===== src/rtl/clint_timer.sv =====
// Core-local interruptor: 64-bit mtime/mtimecmp over a single-outstanding req/ack bus.
// Optional msip register enabled by defining CLINT_MSIP_EN.
module clint_timer #(
    parameter logic [63:0] BASE_ADDR = 64'h0000_0000_0200_0000,
    parameter int unsigned TICK_DIV  = 1
) (
    input  logic        clk,
    input  logic        rst,
    input  logic        clint_req,
    input  logic        clint_we,
    input  logic [63:0] clint_addr,
    input  logic [63:0] clint_wdata,
    input  logic [7:0]  clint_wstrb,
    output logic        clint_ack,
    output logic [63:0] clint_rdata,
    output logic        clint_err,
    output logic        clint_mtip,
    output logic        clint_msip
);

    localparam logic [0:0] ST_IDLE = 1'b0;
    localparam logic [0:0] ST_RESP = 1'b1;

    localparam logic [12:0] IDX_MSIP     = 13'h0000;
    localparam logic [12:0] IDX_MTIMECMP = 13'h0800;
    localparam logic [12:0] IDX_MTIME    = 13'h17FF;

    localparam logic [15:0] DIV_LAST = 16'(TICK_DIV - 1);

    logic [0:0]  state_q, state_d;
    logic [15:0] presc_q, presc_d;
    logic [63:0] mtime_q, mtime_d;
    logic [63:0] mtimecmp_q, mtimecmp_d;
    logic        ack_q, ack_d;
    logic [63:0] rdata_q, rdata_d;
    logic        err_q, err_d;
    logic        mtip_q, mtip_d;

    logic [63:0] offset;
    logic        in_range;
    logic        sel_msip;
    logic        sel_mtimecmp;
    logic        sel_mtime;
    logic        hit;
    logic        accept;
    logic        wr_en;
    logic        rd_en;
    logic        tick;
    logic [63:0] mtime_inc;
    logic        unused_lo;

    function automatic logic [63:0] merge_bytes(
        input logic [63:0] old_val,
        input logic [63:0] new_val,
        input logic [7:0]  strb
    );
        logic [63:0] res;
        res = old_val;
        for (int i = 0; i < 8; i++) begin
            if (strb[i]) begin
                res[i*8 +: 8] = new_val[i*8 +: 8];
            end
        end
        return res;
    endfunction

    // Upper offset bits must be zero so aliases beyond the 64KB window miss.
    assign offset    = clint_addr - BASE_ADDR;
    assign in_range  = (clint_addr >= BASE_ADDR) && (offset[63:16] == 48'h0);
    assign unused_lo = ^offset[2:0];

    assign sel_mtimecmp = in_range && (offset[15:3] == IDX_MTIMECMP);
    assign sel_mtime    = in_range && (offset[15:3] == IDX_MTIME);
`ifdef CLINT_MSIP_EN
    assign sel_msip     = in_range && (offset[15:3] == IDX_MSIP);
`else
    assign sel_msip     = 1'b0;
`endif
    assign hit = sel_msip | sel_mtimecmp | sel_mtime;

    assign accept = (state_q == ST_IDLE) && clint_req;
    assign wr_en  = accept && clint_we;
    assign rd_en  = accept && !clint_we;

    always_comb begin
        state_d = ST_IDLE;
        unique case (state_q)
            ST_IDLE: state_d = clint_req ? ST_RESP : ST_IDLE;
            ST_RESP: state_d = ST_IDLE;
            default: state_d = ST_IDLE;
        endcase
    end

    always_comb begin
        tick    = (presc_q == DIV_LAST);
        presc_d = tick ? 16'h0 : presc_q + 16'h1;
    end

    // Written bytes override the incremented value when a write lands on a tick.
    always_comb begin
        mtime_inc = mtime_q + {63'h0, tick};
        mtime_d   = mtime_inc;
        if (wr_en && sel_mtime) begin
            mtime_d = merge_bytes(mtime_inc, clint_wdata, clint_wstrb);
        end
    end

    always_comb begin
        mtimecmp_d = mtimecmp_q;
        if (wr_en && sel_mtimecmp) begin
            mtimecmp_d = merge_bytes(mtimecmp_q, clint_wdata, clint_wstrb);
        end
    end

    always_comb begin
        mtip_d = (mtime_d >= mtimecmp_d);
    end

`ifdef CLINT_MSIP_EN
    logic msip_q, msip_d;

    always_comb begin
        msip_d = msip_q;
        if (wr_en && sel_msip && clint_wstrb[0]) begin
            msip_d = clint_wdata[0];
        end
    end

    always_ff @(posedge clk) begin
        if (rst) begin
            msip_q <= 1'b0;
        end else begin
            msip_q <= msip_d;
        end
    end

    assign clint_msip = msip_q;
`else
    assign clint_msip = 1'b0;
`endif

    // Read data reflects register state before this cycle's write or tick.
    always_comb begin
        ack_d   = accept;
        err_d   = accept && !hit;
        rdata_d = 64'h0;
        if (rd_en) begin
            if (sel_mtime) begin
                rdata_d = mtime_q;
            end else if (sel_mtimecmp) begin
                rdata_d = mtimecmp_q;
            end
`ifdef CLINT_MSIP_EN
            else if (sel_msip) begin
                rdata_d = {63'h0, msip_q};
            end
`endif
        end
    end

    always_ff @(posedge clk) begin
        if (rst) begin
            state_q    <= ST_IDLE;
            presc_q    <= 16'h0;
            mtime_q    <= 64'h0;
            mtimecmp_q <= 64'hFFFF_FFFF_FFFF_FFFF;
            ack_q      <= 1'b0;
            rdata_q    <= 64'h0;
            err_q      <= 1'b0;
            mtip_q     <= 1'b0;
        end else begin
            state_q    <= state_d;
            presc_q    <= presc_d;
            mtime_q    <= mtime_d;
            mtimecmp_q <= mtimecmp_d;
            ack_q      <= ack_d;
            rdata_q    <= rdata_d;
            err_q      <= err_d;
            mtip_q     <= mtip_d;
        end
    end

    assign clint_ack   = ack_q;
    assign clint_rdata = rdata_q;
    assign clint_err   = err_q;
    assign clint_mtip  = mtip_q;

endmodule


===== config.mk =====
export PLATFORM = sky130hd
export DESIGN_NAME = clint_timer
export DESIGN_NICKNAME = d
export VERILOG_FILES = /design/src/rtl/clint_timer.sv
export SDC_FILE = /design/constraint.sdc
export NUM_CORES = 1
export LEC_CHECK = 0
export ABC_AREA = 1
export ABC_CLOCK_PERIOD_IN_PS = 3700
export BUFFER_PORTS_ARGS = -buffer_cell sky130_fd_sc_hd__buf_2
export CAP_MARGIN = 20
export CORE_MARGIN = 3
export CORE_UTILIZATION = 40
export DETAILED_ROUTE_END_ITERATION = 10
export PLACE_DENSITY_LB_ADDON = 0.08
export SYNTH_ARGS = -nofsm -noshare
export SYNTH_HDL_FRONTEND = slang
export SYNTH_SLANG_ARGS = --single-unit
export TNS_END_PERCENT = 50

===== constraint.sdc =====
create_clock -name clk -period 3.7 [get_ports clk]
set_input_delay 0.74 -clock clk [delete_from_list [all_inputs] [get_ports clk]]
set_output_delay 0.74 -clock clk [all_outputs]
set_load 0.02 [all_outputs]

==> key figures <==
Outcome
  • Failing checks: setup timing
  • Status: finished with violations

Critical path
  • Crit path top cell by count: nand4_1
  • Crit-path max FO: 3
  • Required time of the critical path: 4.19 ns
  • Worst path max stage delay: 0.34 ns
  • CP startpoint kind: register
  • Crit path max-delay cell type: dfxtp_2
  • Worst Setup End Kind: register
  • RR Startpoint: presc_q[1]
  • Worst path arrival time: 4.80 ns
  • Worst setup path startpoint: presc_q[1]
  • Setup CP Type: reg2reg

Route
  • DR WL/cell: 17.8 um
  • Starting DRT DRC Count: 1531
  • Antenna-violating nets left: 0
  • Pre-antenna DRT Iters: 5
  • DRT Wirelength: 65.4 mm
  • Via count: 19529
  • DRC: 0
  • Vias per inst: 5.31

Final layout
  • Reg area: 4250 um^2
  • Nets: 3347
  • Post-Layout Cell Count: 3675
  • Fill cells: 3921
  • Layout area overhead: 37.0%
  • Commonest non-fill, non-tap cell in the layout: nand2_1
  • Final core occ: 56.1%
  • Share of layout cells above drive strength 1: 25.4%
  • Area occupied by multi-input gates: 10200 um^2
  • Commonest cells after routing, fill and taps aside: nand2_1, buf_4, nor2_1, inv_1, nand4_1

Global routing
  • Met1 GRT Util: 40.3%
  • M3 GR Usage: 4.51%
  • Busiest grt layer: met2
  • M2 GR Usage: 50.2%
  • Via count of the first global-routing pass: 18815
  • Total grt overflow: 0
  • First-pass GRT wire length: 102 mm
  • Initial antenna violation count: 1
  • Largest net degree at the start of global routing: 128
  • Overall routing resource usage: 30.2%

Clock network
  • CTS Root Cell: clkbuf_16
  • CTS tree: yes
  • Hold-fix buffers, CTS: 0
  • Latest clock arrival within the worst-skew pair: 0.56 ns
  • Bufs on Longest Clock Path: 3
  • Htree depth: 1
  • # clock sinks: 212
  • Reg clk slew, reported paths: 0.06 ns
  • CTS Buf Count: 27

STA
  • Worst slew pin tran: 0.822 ns
  • Worst Slack Setup Final: -0.609 ns
  • Clock skew: 0.0155 ns
  • Fin crit share: 116%
  • Endpoints failing setup: 2
  • Fin Hold WS: 0.474 ns
  • RSZ-0062 raised after global routing: true
  • Fmax: 0.232 GHz
  • Final Max Tran Viols: 0
  • Fin Setup TNS: -0.977 ns
  • Slew headroom: 45.2%
  • Min Tclk post-route: 4.31 ns
  • Final hold vios: 0

Logic synthesis
  • Post-Syn Instances: 2606
  • Syn avg cell area: 6.13 um^2
  • YS warnings: 0
  • Sequential element share of the synthesized area: 26.6%
  • Syn_nets: 2815
  • Number of synthesized register bits: 212
  • Synth Cell Area: 16000 um^2
  • Top cell type's share of synthesized area: 26.6%
  • Top cells by area, synth: dfxtp_1, nand2_1, nand4_1
  • Library cells used by synthesis: 41
  • Largest area contributor in the netlist: dfxtp_1

Worst hold path
  • Worst min path class: reg2reg
  • Hold Crit Start: presc_q[9]

Power
  • NetSw: 1.43 mW
  • Clk network pwr share: 48.3%
  • Combinational Power Share: 9.8%
  • Final Power: 5.47 mW
  • Seq pwr share: 41.9%
  • PwrDens: 250 nW/um^2
  • Pint: 4.04 mW
  • Sw Ratio: 26.1%
  • Cell leakage power: 11.4 nW
  • Worst vdd ir: 0.277 mV

Floorplan
  • Die Y: 206 um
  • DIE AREA: 42400 um^2
  • Std cell rows: 72
  • Chip Width: 206 um
  • I/O pin count: 208
  • Core area: 39000 um^2
  • Starting Density: 40.9%

Place
  • IO Port Bufs: 203
  • DP Cell Count: 3584
  • Gpl congestion: 0.944
  • Post-detail-place hpwl: 49.3 mm

Run
  • MaxCap Viol Count: 0
power groups by stage:
| stage | clock network, mW | registers, mW | logic (mW) |
|---|---|---|---|
| after floorplan | 0 | 2.34 | 0.238 |
| after global routing | 2.76 | 2.29 | 0.586 |
| after global placement | 0 | 2.34 | 0.521 |
| final | 2.64 | 2.29 | 0.535 |
| after CTS | 2.69 | 2.29 | 0.530 |
| after detailed placement | 0 | 2.34 | 0.524 |
sequential cells by signal, summed over array words and instances (netlist names):
signal       count
clint_ack        1
clint_err        1
clint_mtip       1
clint_rdata     64
mtime_q         64
mtimecmp_q      64
presc_q         16
state_q          1
final timing paths:
kind | depth (start not counted) | to | slack [ns]
worst min register to register | 2 | presc_q[9] | 0.47
worst max-delay path | 30 | clint_mtip | -0.61
worst min-delay path | 2 | presc_q[9] | 0.47
worst max register to register | 30 | clint_mtip | -0.61
logic make-up (layout without fill, tap and decap cells):
family          Yosys count  count (layout)  synth area share [%]
compound gates          283             283                  9.51
xor+xnor                 61              61                  3.35
fa+ha+maj                69              69                  5.41
buf+inv                 483            1033                  12.3
flops                   212             212                  26.6
other cells               1               2                0.0235
simple gates           1497            1497                  42.9
Yosys cell counts:
cell,instances
a31oi_1,1
dfxtp_1,212
xnor2_1,6
nand2_1,615
or2_2,3
buf_1,10
nand4_2,9
a211oi_1,2
buf_2,23
inv_2,3
nor2_4,6
a21o_1,2
and3_1,4
o221ai_1,3
inv_1,338
clkinv_1,1
buf_6,9
nand3b_1,8
nand3_1,112
nor2_2,6
a21oi_1,158
nand3_4,2
o21ai_0,77
conb_1,1
nand4_1,290
nor4_1,7
nor3_1,38
o21a_1,5
o21ai_1,9
xor2_1,55
o21bai_1,22
o2111ai_1,2
nand2_2,4
nor2_1,383
nor3b_1,5
buf_4,14
o211ai_1,2
nand3_2,3
nor2_8,2
clkbuf_1,85
ha_1,69
repair_timing:
item | in CTS | in global routing
buffers inserted | 40 | 8
endpoints found under the setup margin | 1 | 7
pin swaps | 28 | 25
resized for setup | 66 | 20
endpoints found under the hold margin | 0 | 0
cell type report:
| cell class | instances | area share, % |
|---|---|---|
| antenna | 1 | 0.0114 |
| tap | 518 | 2.96 |
| sequential | 212 | 19.4 |
| multi-input combinational | 1911 | 46.4 |
| inverter | 342 | 5.88 |
| clock buffer | 39 | 3.61 |
| timing repair buffer | 644 | 21.3 |
| clock inverter | 8 | 0.343 |
metrics by stage:
| step | instance area, um^2 | worst slack (ns) |
|---|---|---|
| 6_report | 21900 | -0.609 |
| 5_1_grt | 21900 | -0.957 |
| 4_1_cts | 21800 | -0.574 |
| 3_5_place_dp | 20300 | -1.05 |
| 3_3_place_gp | 20300 | -1.04 |
| 2_1_floorplan | 16100 | -0.0107 |
routing by layer:
metal	share of wire (%)	routed length, um
met5	0	0
met1	45	29300
met4	3.3	2140
met3	6.4	4160
met2	46	29900
critical path, delay by kind of cell (launching register included):
family | cells | cell delay (ns)
and+or+nand+nor | 18 | 2.42
xor gates and xnor gates | 1 | 0.26
adders and majority gates | 4 | 0.65
buffers and inverters | 7 | 0.56
DFF | 1 | 0.34
Power figures use the tool's default switching activity.
